==> config.mk <==
export PLATFORM = sky130hd
export DESIGN_NAME = spi_ram_master
export DESIGN_NICKNAME = d
export VERILOG_FILES = /design/src/rtl/spi_pkg.sv /design/src/rtl/spi_ram_master.sv
export SDC_FILE = /design/constraint.sdc
export NUM_CORES = 1
export LEC_CHECK = 0
export ABC_CLOCK_PERIOD_IN_PS = 4090
export CAP_MARGIN = 20
export CORE_ASPECT_RATIO = 0.8
export CORE_MARGIN = 2
export CORE_UTILIZATION = 35
export CTS_CLUSTER_DIAMETER = 30
export DETAILED_ROUTE_END_ITERATION = 6
export MAX_ROUTING_LAYER = met4
export PLACE_DENSITY_LB_ADDON = 0.1
export SYNTH_ARGS = -nofsm -noshare
export SYNTH_HDL_FRONTEND = slang
export SYNTH_SLANG_ARGS = --single-unit
==> constraint.sdc <==
create_clock -name clk -period 4.09 [get_ports clk]
set_clock_uncertainty 0.05 [all_clocks]
set_input_delay 0.409 -clock clk [delete_from_list [all_inputs] [get_ports clk]]
set_output_delay 0.409 -clock clk [all_outputs]
set_load 0.01 [all_outputs]
==> src/rtl/spi_pkg.sv <==
// rtl/spi_pkg.sv - shared state encoding and opcodes for the SPI RAM master
package spi_pkg;

    typedef enum logic [2:0] {
        M_IDLE,
        M_START,
        M_SHIFT,
        M_RD_WAIT,
        M_RD_CAPT,
        M_GAP
    } master_state_e;

    localparam logic [2:0] OP_WR_ADDR = 3'b000;
    localparam logic [2:0] OP_WR_DATA = 3'b001;
    localparam logic [2:0] OP_RD_ADDR = 3'b110;
    localparam logic [2:0] OP_RD_DATA = 3'b111;

endpackage

==> src/rtl/spi_ram_master.sv <==
// rtl/spi_ram_master.sv - host-side SPI master expanding word requests into two slave frames
module spi_ram_master
    import spi_pkg::*;
#(
    parameter int ADDR_SIZE  = 8,
    parameter int RD_LAT     = 2,
    parameter int GAP_CYCLES = 1
) (
    input  logic                 clk,
    input  logic                 rst_n,
    input  logic                 req_valid,
    output logic                 req_ready,
    input  logic                 req_wr,
    input  logic [ADDR_SIZE-1:0] req_addr,
    input  logic [ADDR_SIZE-1:0] req_wdata,
    output logic                 rsp_valid,
    output logic [ADDR_SIZE-1:0] rsp_rdata,
    output logic                 busy,
    output logic                 SS_n,
    output logic                 MOSI,
    input  logic                 MISO
);

    localparam int FW   = ADDR_SIZE + 3;
    localparam int CW   = $clog2(FW);
    localparam int WMAX = (RD_LAT > GAP_CYCLES) ? RD_LAT : GAP_CYCLES;
    localparam int WW   = $clog2(WMAX + 1);

    master_state_e          state_q, state_d;
    logic                   frame_idx_q, frame_idx_d;
    logic                   is_wr_q, is_wr_d;
    logic [ADDR_SIZE-1:0]   wdata_q, wdata_d;
    logic [FW-1:0]          frame_q, frame_d;
    logic [CW-1:0]          bit_cnt_q, bit_cnt_d;
    logic [WW-1:0]          wait_cnt_q, wait_cnt_d;
    // The eighth captured bit goes straight into rsp_rdata, so only seven are staged here.
    logic [ADDR_SIZE-2:0]   cap_q, cap_d;
    logic [ADDR_SIZE-1:0]   rsp_rdata_q, rsp_rdata_d;
    logic                   rsp_valid_q, rsp_valid_d;
    logic                   req_ready_q, req_ready_d;
    logic                   busy_q, busy_d;
    logic                   ss_n_q, ss_n_d;
    logic                   mosi_q, mosi_d;

    // Next-state and datapath; outputs are precomputed from the next state so they register cleanly.
    always_comb begin
        state_d     = state_q;
        frame_idx_d = frame_idx_q;
        is_wr_d     = is_wr_q;
        wdata_d     = wdata_q;
        frame_d     = frame_q;
        bit_cnt_d   = bit_cnt_q;
        wait_cnt_d  = wait_cnt_q;
        cap_d       = cap_q;
        rsp_rdata_d = rsp_rdata_q;
        rsp_valid_d = 1'b0;

        case (state_q)
            M_IDLE: begin
                if (req_valid && req_ready_q) begin
                    state_d     = M_START;
                    frame_idx_d = 1'b0;
                    is_wr_d     = req_wr;
                    wdata_d     = req_wr ? req_wdata : '0;
                    frame_d     = {(req_wr ? OP_WR_ADDR : OP_RD_ADDR), req_addr};
                end
            end
            M_START: begin
                state_d   = M_SHIFT;
                bit_cnt_d = CW'(FW - 1);
            end
            M_SHIFT: begin
                if (bit_cnt_q == '0) begin
                    if (!is_wr_q && frame_idx_q) begin
                        state_d    = M_RD_WAIT;
                        wait_cnt_d = WW'(RD_LAT - 1);
                    end else begin
                        state_d    = M_GAP;
                        wait_cnt_d = WW'(GAP_CYCLES - 1);
                    end
                end else begin
                    bit_cnt_d = bit_cnt_q - 1'b1;
                end
            end
            M_RD_WAIT: begin
                if (wait_cnt_q == '0) begin
                    state_d   = M_RD_CAPT;
                    bit_cnt_d = CW'(ADDR_SIZE - 1);
                end else begin
                    wait_cnt_d = wait_cnt_q - 1'b1;
                end
            end
            M_RD_CAPT: begin
                cap_d = {cap_q[ADDR_SIZE-3:0], MISO};
                if (bit_cnt_q == '0) begin
                    rsp_rdata_d = {cap_q, MISO};
                    rsp_valid_d = 1'b1;
                    state_d     = M_GAP;
                    wait_cnt_d  = WW'(GAP_CYCLES - 1);
                end else begin
                    bit_cnt_d = bit_cnt_q - 1'b1;
                end
            end
            M_GAP: begin
                if (wait_cnt_q == '0) begin
                    if (!frame_idx_q) begin
                        frame_idx_d = 1'b1;
                        state_d     = M_START;
                        frame_d     = {(is_wr_q ? OP_WR_DATA : OP_RD_DATA), wdata_q};
                    end else begin
                        state_d = M_IDLE;
                    end
                end else begin
                    wait_cnt_d = wait_cnt_q - 1'b1;
                end
            end
            default: state_d = M_IDLE;
        endcase

        req_ready_d = (state_d == M_IDLE);
        busy_d      = (state_d != M_IDLE);
        ss_n_d      = (state_d == M_IDLE) || (state_d == M_GAP);
        mosi_d      = (state_d == M_SHIFT) ? frame_d[bit_cnt_d] : 1'b0;
    end

    // State and output registers; reset drops SS_n high at once, abandoning any frame.
    always_ff @(posedge clk or negedge rst_n) begin
        if (!rst_n) begin
            state_q     <= M_IDLE;
            frame_idx_q <= 1'b0;
            is_wr_q     <= 1'b0;
            wdata_q     <= '0;
            frame_q     <= '0;
            bit_cnt_q   <= '0;
            wait_cnt_q  <= '0;
            cap_q       <= '0;
            rsp_rdata_q <= '0;
            rsp_valid_q <= 1'b0;
            req_ready_q <= 1'b0;
            busy_q      <= 1'b0;
            ss_n_q      <= 1'b1;
            mosi_q      <= 1'b0;
        end else begin
            state_q     <= state_d;
            frame_idx_q <= frame_idx_d;
            is_wr_q     <= is_wr_d;
            wdata_q     <= wdata_d;
            frame_q     <= frame_d;
            bit_cnt_q   <= bit_cnt_d;
            wait_cnt_q  <= wait_cnt_d;
            cap_q       <= cap_d;
            rsp_rdata_q <= rsp_rdata_d;
            rsp_valid_q <= rsp_valid_d;
            req_ready_q <= req_ready_d;
            busy_q      <= busy_d;
            ss_n_q      <= ss_n_d;
            mosi_q      <= mosi_d;
        end
    end

    assign req_ready = req_ready_q;
    assign rsp_valid = rsp_valid_q;
    assign rsp_rdata = rsp_rdata_q;
    assign busy      = busy_q;
    assign SS_n      = ss_n_q;
    assign MOSI      = mosi_q;

endmodule
==> metrics.txt, run 1 <==
Comb pwr share 42.4%; final hold slack 0.151 ns; Mapped Area 2520 µm²; initial antenna violation count 0; DIE AREA 7910 µm²; fmax 364 MHz; Post-DRT Antenna Nets 0; synthesis-stage register bit count 50; commonest non-fill, non-tap cell in the layout dfrtp_1; largest net degree at the start of global routing 51; Core Footprint 6930 µm²; Syn Inst Count 249; syn nets 273; Final Setup Violations 0; Yosys cell types 57; Placed Instance Area 2890 µm²; Seq pwr share 42.7%; root buf cell clkbuf_8; Pins Over Slew Limit 0; Switching Share 39.5%; Synth Flop Type dfrtp_1; Vias/cell 5.10; post-DP HPWL 3920 µm; run status complete, no violations; WP data arrival 2.93 ns; Crit Path Category reg -> reg; Post-Synth Simple-Gate Area 18.4%; final cell count without fillers 367; crit share post-route 67.2%; crit start category flip-flop; CP required 4.27 ns; H-tree levels 2; unrepaired setup endpoints after global routing no; post-synthesis xor/xnor area fraction 0.694%; power per cell area 673 nW/µm²; first-pass GRT wire length 9180 µm; Crit. End Element flip-flop; DR pass1 iterations 5; top fanout value on the critical path 7; Worst Max-Slew Pin Slew 0.691 ns; Rows 27; asr flop ratio synth 100%; CTS tree done; Avg Cell Area, Syn 10.1 µm²; dominant cell type by area after synthesis dfrtp_1; post-CTS sizing 0; area fraction in compound gates after synthesis 16.5%; Post-Route WL 5390 µm; chip width 98.9 µm; total track usage 15.2%; ranking of synthesized cells by area dfrtp_1, mux2_2, nand2_1, a21oi_1, nand3_1; share of cells above drive strength 1 13.9%; minimum clock period 2.75 ns; sequential share of the synthesized area 49.6%; Final #Nets 303; most frequent cells in the layout dfrtp_1, nand2_1, clkdlybuf4s50_1; Clk pwr share 14.9%; WL/cell 14.7 µm; Adder-Cell Fraction of Synth Area 1.88%; DRC 0; IO Pins 34; Reg clk slew, reported paths 0.10 ns; Num CTS Buffers 5; Initial Utilization 36.4%; Int Power 1.21 mW; Design Area, Final 2980 µm²; Area Overhead vs Synth 18.2%; # port buffers 33; Worst slew margin 53.7%; vias in the first global route 1806; post-CTS setup buffers 0; via count 1873; ant diodes 0; number of instances in the placed design 359; Ys Warns 0; Max Cap Viol 0; EDFF count, synth 0; area share of the largest cell type after synthesis 48.6%; drt initial violations 133; mux cell area share after synthesis 7.09%; clk_lat worst skew 0.30 ns; Hold Path Class in -> async; Overflow after GRT 0; largest family of logic cells by synthesized area simple AND/OR/NAND/NOR gates; worst ir drop on vdd 0.000261 V; post-route setup TNS 0 ns; Hold Vio Cnt, Final 0; Net Sw Power 0.793 mW; GP Congestion 0.837; final core utilization 43.1%; cts hold-fix bufs 0; Die Ht 80.0 µm; Leak 1.32 nW; clk sink count 50; clk buf depth 2
[state kept, by name, summed over array words and instances, names as in the netlist]
register / flops
frame_q: 11
rsp_rdata: 8
wdata_q: 8
cap_q: 7
bit_cnt_q: 4
state_q: 3
wait_cnt_q: 2
MOSI: 1
SS_n: 1
busy: 1
frame_idx_q: 1
is_wr_q: 1
req_ready: 1
rsp_valid: 1
[power by group through the flow]
| stage | sequential (mW) | combinational (mW) | clock [mW] |
|---|---|---|---|
| 6_report | 0.857 | 0.851 | 0.299 |
| 2_1_floorplan | 0.792 | 0.685 | 0 |
| 5_1_grt | 0.887 | 0.958 | 0.342 |
| 4_1_cts | 0.857 | 0.855 | 0.315 |
| 3_3_place_gp | 0.869 | 0.862 | 0 |
| 3_5_place_dp | 0.868 | 0.850 | 0 |
[per-layer routing]
layer  part of all wire (%)  GRT usage, %
met2                     40          20.5
met3                    3.7          2.63
met1                     55          23.4
met4                   0.82          3.70
met5                      0             -
[Yosys cell counts, drive strengths merged (2+ instances only)]
cell type and number:
a2111o 2, a21boi 2, a21o 3, a21oi 16, a221o 2, a22o 2
a22oi 3, and2 2, and3 2, buf 8, clkbuf 3, dfrtp 49
ha 3, inv 19, mux2 15, nand2 33, nand2b 3, nand3 14
nand3b 2, nor2 14, nor2b 2, nor3 8, o21ai 9, o22ai 3
o311ai 5, or2 2
[kinds of logic after synthesis]
family | after synthesis
compound gates | 58
xor+xnor | 2
buf+inv | 30
mux | 16
fa+ha+maj | 4
flops | 50
simple gates | 89
[metrics by stage]
stage	worst slack, ns	power (mW)
after floorplan	1.63	1.48
after global placement	1.28	1.73
after detailed placement	1.35	1.72
after CTS	1.32	2.03
after global routing	1.08	2.19
final	1.34	2.01
[worst max-delay path, cell delays in order (launching register included)]
cell      delay [ns]
dfrtp_1         0.45
inv_1           0.10
ha_1            0.26
nor3b_4         0.34
nor3_1          0.08
o21ai_0         0.50
a21oi_1         0.15
a2111o_1        0.40
a41o_1          0.24
a21oi_1         0.13
[final cells by class]
cell class                 count  area, µm²
clock buffer                   6       82.6
inverter                      19       71.3
clock inverter                 2       12.5
sequential                    50       1250
tap                           87        109
fill                         655       3940
timing repair buffer          34        333
multi-input combinational    169       1120
[final timing paths]
path,depth (start not counted),slack [ns],startpoint,endpoint
worst max-delay path,9,1.34,bit_cnt_q[0],MOSI
worst min-delay path,2,0.15,rst_n,rsp_rdata[4]
worst max register to register,9,1.34,bit_cnt_q[0],MOSI
worst min register to register,1,0.43,frame_q[9],frame_q[9]
max in group asynchronous,2,3.41,rst_n,wdata_q[6]
min in group clk,1,0.43,frame_q[9],frame_q[9]
No activity file was read; power rests on OpenSTA's default activity.
==> inputs of run 2 (changes only) <==
- ABC_CLOCK_PERIOD_IN_PS: 4090 -> 2500
- clock period: 4.09 -> 2.5 ns (I/O delays scaled with it)
==> run 2 against run 1 <==
Register-to-register slack worse by 1.2 ns; clock-buffer cell count down 1; sequential power up 59%; sequential share of layout area down 4.0 points; critical path type unchanged; critical endpoint unchanged; largest power group is now combinational logic.
==> metrics.txt, run 2 (synthesized netlist as in run 1, its figures left out) <==
run status complete, no violations; Pins Over Slew Limit 0 (unchanged); Hold Path Class in -> reg; Leak 1.51 nW (+14%); GP Congestion 0.840 (+0.44%); Worst Max-Slew Pin Slew 0.649 ns (-0.0424 ns); IO Pins 34 (unchanged); Int Power 2.37 mW (+95%); Comb pwr share 48.4% (+6.0 points); Rows 27 (unchanged); ant diodes 0 (unchanged); CP required 2.69 ns (-1.58 ns); Hold Vio Cnt, Final 0 (unchanged); Seq pwr share 35.8% (-6.9 points); Die Ht 80.0 µm (unchanged); initial antenna violation count 0 (unchanged); power per cell area 1150 nW/µm² (+71%); clk sink count 50 (unchanged); top fanout value on the critical path 5 (-2); Critical Path Start bit_cnt_q[1]; worst ir drop on vdd 0.000427 V (+64%); Crit. End Element flip-flop; chip width 98.9 µm (unchanged); vias in the first global route 2010 (+11%); Initial Utilization 36.4% (unchanged); CTS tree done; max reg flops 11 (unchanged); Final #Nets 339 (+12%); Switching Share 37.6% (-1.9 points); root buf cell clkbuf_8; clk buf depth 2 (unchanged); Num CTS Buffers 5 (unchanged); Worst slew margin 56.7% (+3.1 points); fill count 655 (unchanged); final core utilization 47.7% (+4.6 points); Area Overhead vs Synth 30.9%; DIE AREA 7910 µm² (unchanged); Post-Route WL 5850 µm (+8.5%); post-DP HPWL 4480 µm (+14%); Crit Path Category reg -> reg; largest net degree at the start of global routing 31 (-39%); first-pass GRT wire length 10100 µm (+9.5%); Final Power 3.79 mW (+89%); # port buffers 33 (unchanged); Overflow after GRT 0 (unchanged); Post-DRT Antenna Nets 0 (unchanged); commonest non-fill, non-tap cell in the layout dfrtp_1; crit start category flip-flop; Net Sw Power 1.43 mW (+80%); DR pass1 iterations 4 (-1); Reg clk slew, reported paths 0.10 ns (about the same); Core Footprint 6930 µm² (unchanged); via count 2042 (+9.0%); Final Setup Violations 0 (unchanged); Top reg by flops frame_q; Vias/cell 5.07 (-0.72%); clk_lat worst skew 0.31 ns (about the same); DRC 0 (unchanged); fmax 419 MHz (+15%); WL/cell 14.5 µm (-1.2%); total track usage 16.5% (+1.3 points); minimum clock period 2.38 ns (-0.366 ns); min-delay src req_wdata[5]; drt initial violations 64 (-52%); Max Cap Viol 0 (unchanged); most frequent cells in the layout dfrtp_1, buf_4, nand2_1; Clk pwr share 15.8% (+0.9 points); RR Startpoint bit_cnt_q[1]; share of cells above drive strength 1 26.3% (+12 points); crit share post-route 95.4% (+28 points); H-tree levels 2 (unchanged); WP data arrival 2.58 ns (-0.35 ns)
==> run 2: cell count changes in the layout (fill, tap and decap cells not counted), moves of 2 or more <==
cell	delta
dfrtp_1	-2
inv_1	-2
buf_4	+35
dfrtp_2	+2
inv_2	+2
==> run 2: cell type report <==
class                   count  area [µm²]  share of cell area (%)
well taps                  87         109                    3.29
repair buffers             70         606                    18.3
inverters                  19        71.3                    2.16
flip-flops and latches     50        1250                    38.0
clock buffers               5        68.8                    2.08
clock inverters             3        48.8                    1.48
multi-input cells         169        1150                    34.7
==> run 2: worst paths after layout <==
check | slack, ns | cells after the start | end
setup / recovery | 0.12 | 10 | MOSI
hold / removal | 0.43 | 3 | wdata_q[5]
setup reg to reg | 0.12 | 10 | MOSI
hold reg to reg | 0.44 | 2 | wdata_q[6]
max in group asynchronous | 1.35 | 3 | wdata_q[1]
min in group asynchronous | 0.44 | 2 | rsp_rdata[2]
==> run 2: critical path, cell delays in order, from the launching register on <==
cell       delay (ns)
dfrtp_1          0.40
inv_2            0.07
ha_2             0.18
nor3b_4          0.25
o21ai_2          0.08
a2111oi_2        0.34
or2_4            0.21
inv_2            0.04
a2111o_1         0.37
a41o_1           0.19
a21oi_1          0.13
==> run 2: stage by stage <==
step           setup WS (ns)  hold WS (ns)  cell area [µm²]  std cells  setup TNS, ns
4_1_cts               0.0135         0.426             3260        400              0
3_5_place_dp          0.0318         0.271             3130        391              0
6_report               0.115         0.431             3300        403              0
5_1_grt              -0.0290         0.429             3300        403        -0.0290
2_1_floorplan         0.0371       -0.0956             2520        249              0
3_3_place_gp          0.0906         0.275             3130        391              0
==> run 2: timing repair <==
item / CTS / global route
endpoints found under the setup margin: 0 / 1
hold endpoints to repair: 27 / 0
hold buffers: 1 / 0
buffers inserted: 0 / 3
resized for setup: 0 / 11
==> run 2: routing by layer <==
layer  share of wire, %  routed length [µm]  global-route usage [%]  vias to the layer above
li1                   -                   -                       -                     1022
met1                 54                3150                    24.2                      980
met2                 43                2490                    23.6                       33
met3                2.4                 142                    2.63                        7
met4                1.2                  68                    4.52                        0
met5                  0                   0                       -                        -
==> run 2: power groups by stage <==
stage | clock, mW | sequential, mW | combinational, mW
6_report | 0.599 | 1.36 | 1.84
5_1_grt | 0.641 | 1.41 | 2.04
4_1_cts | 0.617 | 1.35 | 1.75
3_5_place_dp | 0 | 1.37 | 1.74
3_3_place_gp | 0 | 1.36 | 1.74
2_1_floorplan | 0 | 1.30 | 1.12
==> inputs of run 3 (changes only) <==
- CORE_MARGIN: 2 -> 5
==> run 3 against run 2 <==
Combinational power increased by 8%; routed wire length increased by 5.4%; die area increased by 14%; non-clock buffer count increased by 1; global-route usage decreased by 1.9 points; cell count increased by 0.25%; flip-flop and latch count unchanged; core utilization decreased by 0.052 points; critical path depth decreased by 1; maximum frequency decreased by 2.0%; clock power decreased by 22%; worst setup slack got worse by 0.049 ns; largest cell class unchanged; highest routed layer unchanged.
==> metrics.txt, run 3 (synthesized netlist as in run 1, its figures left out) <==
Max Cap Viol 0 (unchanged); Int Power 2.32 mW (-1.8%); DIE AREA 9020 µm² (+14%); final hold slack 0.254 ns (-0.178 ns); Hold Vio Cnt, Final 0 (unchanged); vias in the first global route 2082 (+3.6%); r2r endpoint MOSI; most frequent cells in the layout dfrtp_1, buf_4, nand2_1; WL/cell 15.3 µm (+5.1%); CTS tree done; first-pass GRT wire length 10400 µm (+3.1%); largest net degree at the start of global routing 27 (-13%); Top reg by flops frame_q; H-tree levels 2 (unchanged); Worst Max-Slew Pin Slew 0.420 ns (-0.229 ns); Die Ht 86.0 µm (+7.5%); crit share post-route 97.4% (+2.0 points); Initial Utilization 36.3% (-0.18 points); CP required 2.68 ns (about the same); Post-DRT Antenna Nets 0 (unchanged); Reg2Reg Setup Slack 0.07 ns (-0.05 ns); slowest stage cell, crit path or3b_4; Crit Path Category reg -> reg; fill count 661 (+0.92%); Hold Path Class in -> async; RR Startpoint bit_cnt_q[0]; Worst slew margin 71.6% (+15 points); worst ir drop on vdd 0.000349 V (-18%); clk buf depth 2 (unchanged); total track usage 14.5% (-1.9 points); clk_lat worst skew 0.30 ns (about the same); post-DP HPWL 4650 µm (+3.9%); Core Footprint 6960 µm² (+0.49%); drt initial violations 85 (+33%); fmax 411 MHz (-2.0%); chip width 105 µm (+6.1%); Net Sw Power 1.45 mW (+1.9%); Area Overhead vs Synth 31.4%; via count 2053 (+0.54%); IO Pins 34 (unchanged); CP peak stage delay 0.41 ns (about the same); share of cells above drive strength 1 26.5% (+0.23 points); Switching Share 38.5% (+0.88 points); Final Setup Violations 0 (unchanged); Reg clk slew, reported paths 0.09 ns (about the same); run status complete, no violations; max reg flops 11 (unchanged); DR pass1 iterations 4 (unchanged); final worst slack 0.0661 ns (-0.0493 ns); Final #Nets 340 (+0.29%); cell with the most instances on the worst path a21oi_2; root buf cell clkbuf_8; CP cell instances inv_1 > ha_2 > or3b_4 > a21oi_2 > a2111oi_4 > or2_4 > a2111o_1 > a41o_1 > a21oi_2; R2R cell count 9 (-1); Leak 1.51 nW (+0.33%); GP Congestion 0.877 (+4.3%); commonest non-fill, non-tap cell in the layout dfrtp_1; Crit. End Element flip-flop; ant diodes 0 (unchanged); Pins Over Slew Limit 0 (unchanged); Overflow after GRT 0 (unchanged); Post-Route WL 6160 µm (+5.4%); Vias/cell 5.08 (+0.29%); minimum clock period 2.43 ns (+0.0493 ns); # port buffers 33 (unchanged); power per cell area 1140 nW/µm² (-0.80%); crit start category flip-flop; clk sink count 50 (unchanged); initial antenna violation count 0 (unchanged); dpl ws 0.0264 ns (-0.00546 ns); WP data arrival 2.62 ns (+0.04 ns); Num CTS Buffers 5 (unchanged); top fanout value on the critical path 5 (unchanged); Seq pwr share 35.0% (-0.8 points); Comb pwr share 52.6% (+4.2 points); DRC 0 (unchanged); post-route setup TNS 0 ns (unchanged); Rows 27 (unchanged); Clk pwr share 12.4% (-3.4 points)
## run 3: cell type report
cell class                 instances  area [µm²]  area share (%)
sequential                        50        1250            37.8
multi-input combinational        169        1170            35.3
timing repair buffer              71         626            18.9
tap                               87         109            3.28
clock buffer                       6        72.6            2.19
inverter                          19        71.3            2.15
clock inverter                     2        13.8           0.415
## run 3: worst max-delay path by stage
stage	start	end	slack, ns	cells past startpoint
3_5_place_dp	bit_cnt_q[0]	MOSI	0.03	9
6_report	bit_cnt_q[0]	MOSI	0.07	9
4_1_cts	bit_cnt_q[1]	MOSI	0.02	11
3_3_place_gp	bit_cnt_q[0]	MOSI	0.05	11
5_1_grt	bit_cnt_q[0]	MOSI	-0.02	10
2_1_floorplan	bit_cnt_q[0]	MOSI	0.04	9
## run 3: power groups by stage
| stage | clock (mW) | combinational [mW] | sequential, mW |
|---|---|---|---|
| detailed placement | 0 | 1.80 | 1.34 |
| floorplan | 0 | 1.12 | 1.30 |
| finish | 0.467 | 1.99 | 1.32 |
| CTS | 0.487 | 1.83 | 1.32 |
| global route | 0.519 | 2.19 | 1.36 |
| global placement | 0 | 1.79 | 1.33 |
## run 3: stage by stage
step | util, % | cells | total power [mW] | area (µm²)
floorplan | - | 249 | 2.42 | 2520
global placement | 45.1 | 391 | 3.12 | 3140
detailed placement | 45.1 | 391 | 3.14 | 3140
CTS | 46.6 | 400 | 3.64 | 3240
global route | 47.7 | 404 | 4.07 | 3320
finish | 47.7 | 404 | 3.78 | 3320
## run 3: critical path: cells and delay by family (launching register included)
| kind | cells | cell delay [ns] |
|---|---|---|
| AO/OA/AOI/OAI | 5 | 0.97 |
| buffers and inverters | 1 | 0.09 |
| flip-flops | 1 | 0.39 |
| AND/OR/NAND/NOR | 2 | 0.67 |
| adder cells (fa/ha/maj) | 1 | 0.20 |
## run 3: timing repair
| item | 4_1_cts | 5_1_grt |
|---|---|---|
| hold endpoints to repair | 6 | 0 |
| gates resized for setup | 2 | 12 |
| pin swaps | 0 | 4 |
| buffers inserted | 0 | 4 |
| endpoints found under the setup margin | 1 | 1 |
| hold buffers | 1 | 0 |
| gates cloned | 0 | 0 |
## run 3: metal layers
layer,global-route usage [%],wire [µm],vias to the layer above
met1,21.7,3300,983
met4,3.83,118,0
met5,-,0,-
li1,-,-,1019
met3,2.56,187,10
met2,20.2,2560,41
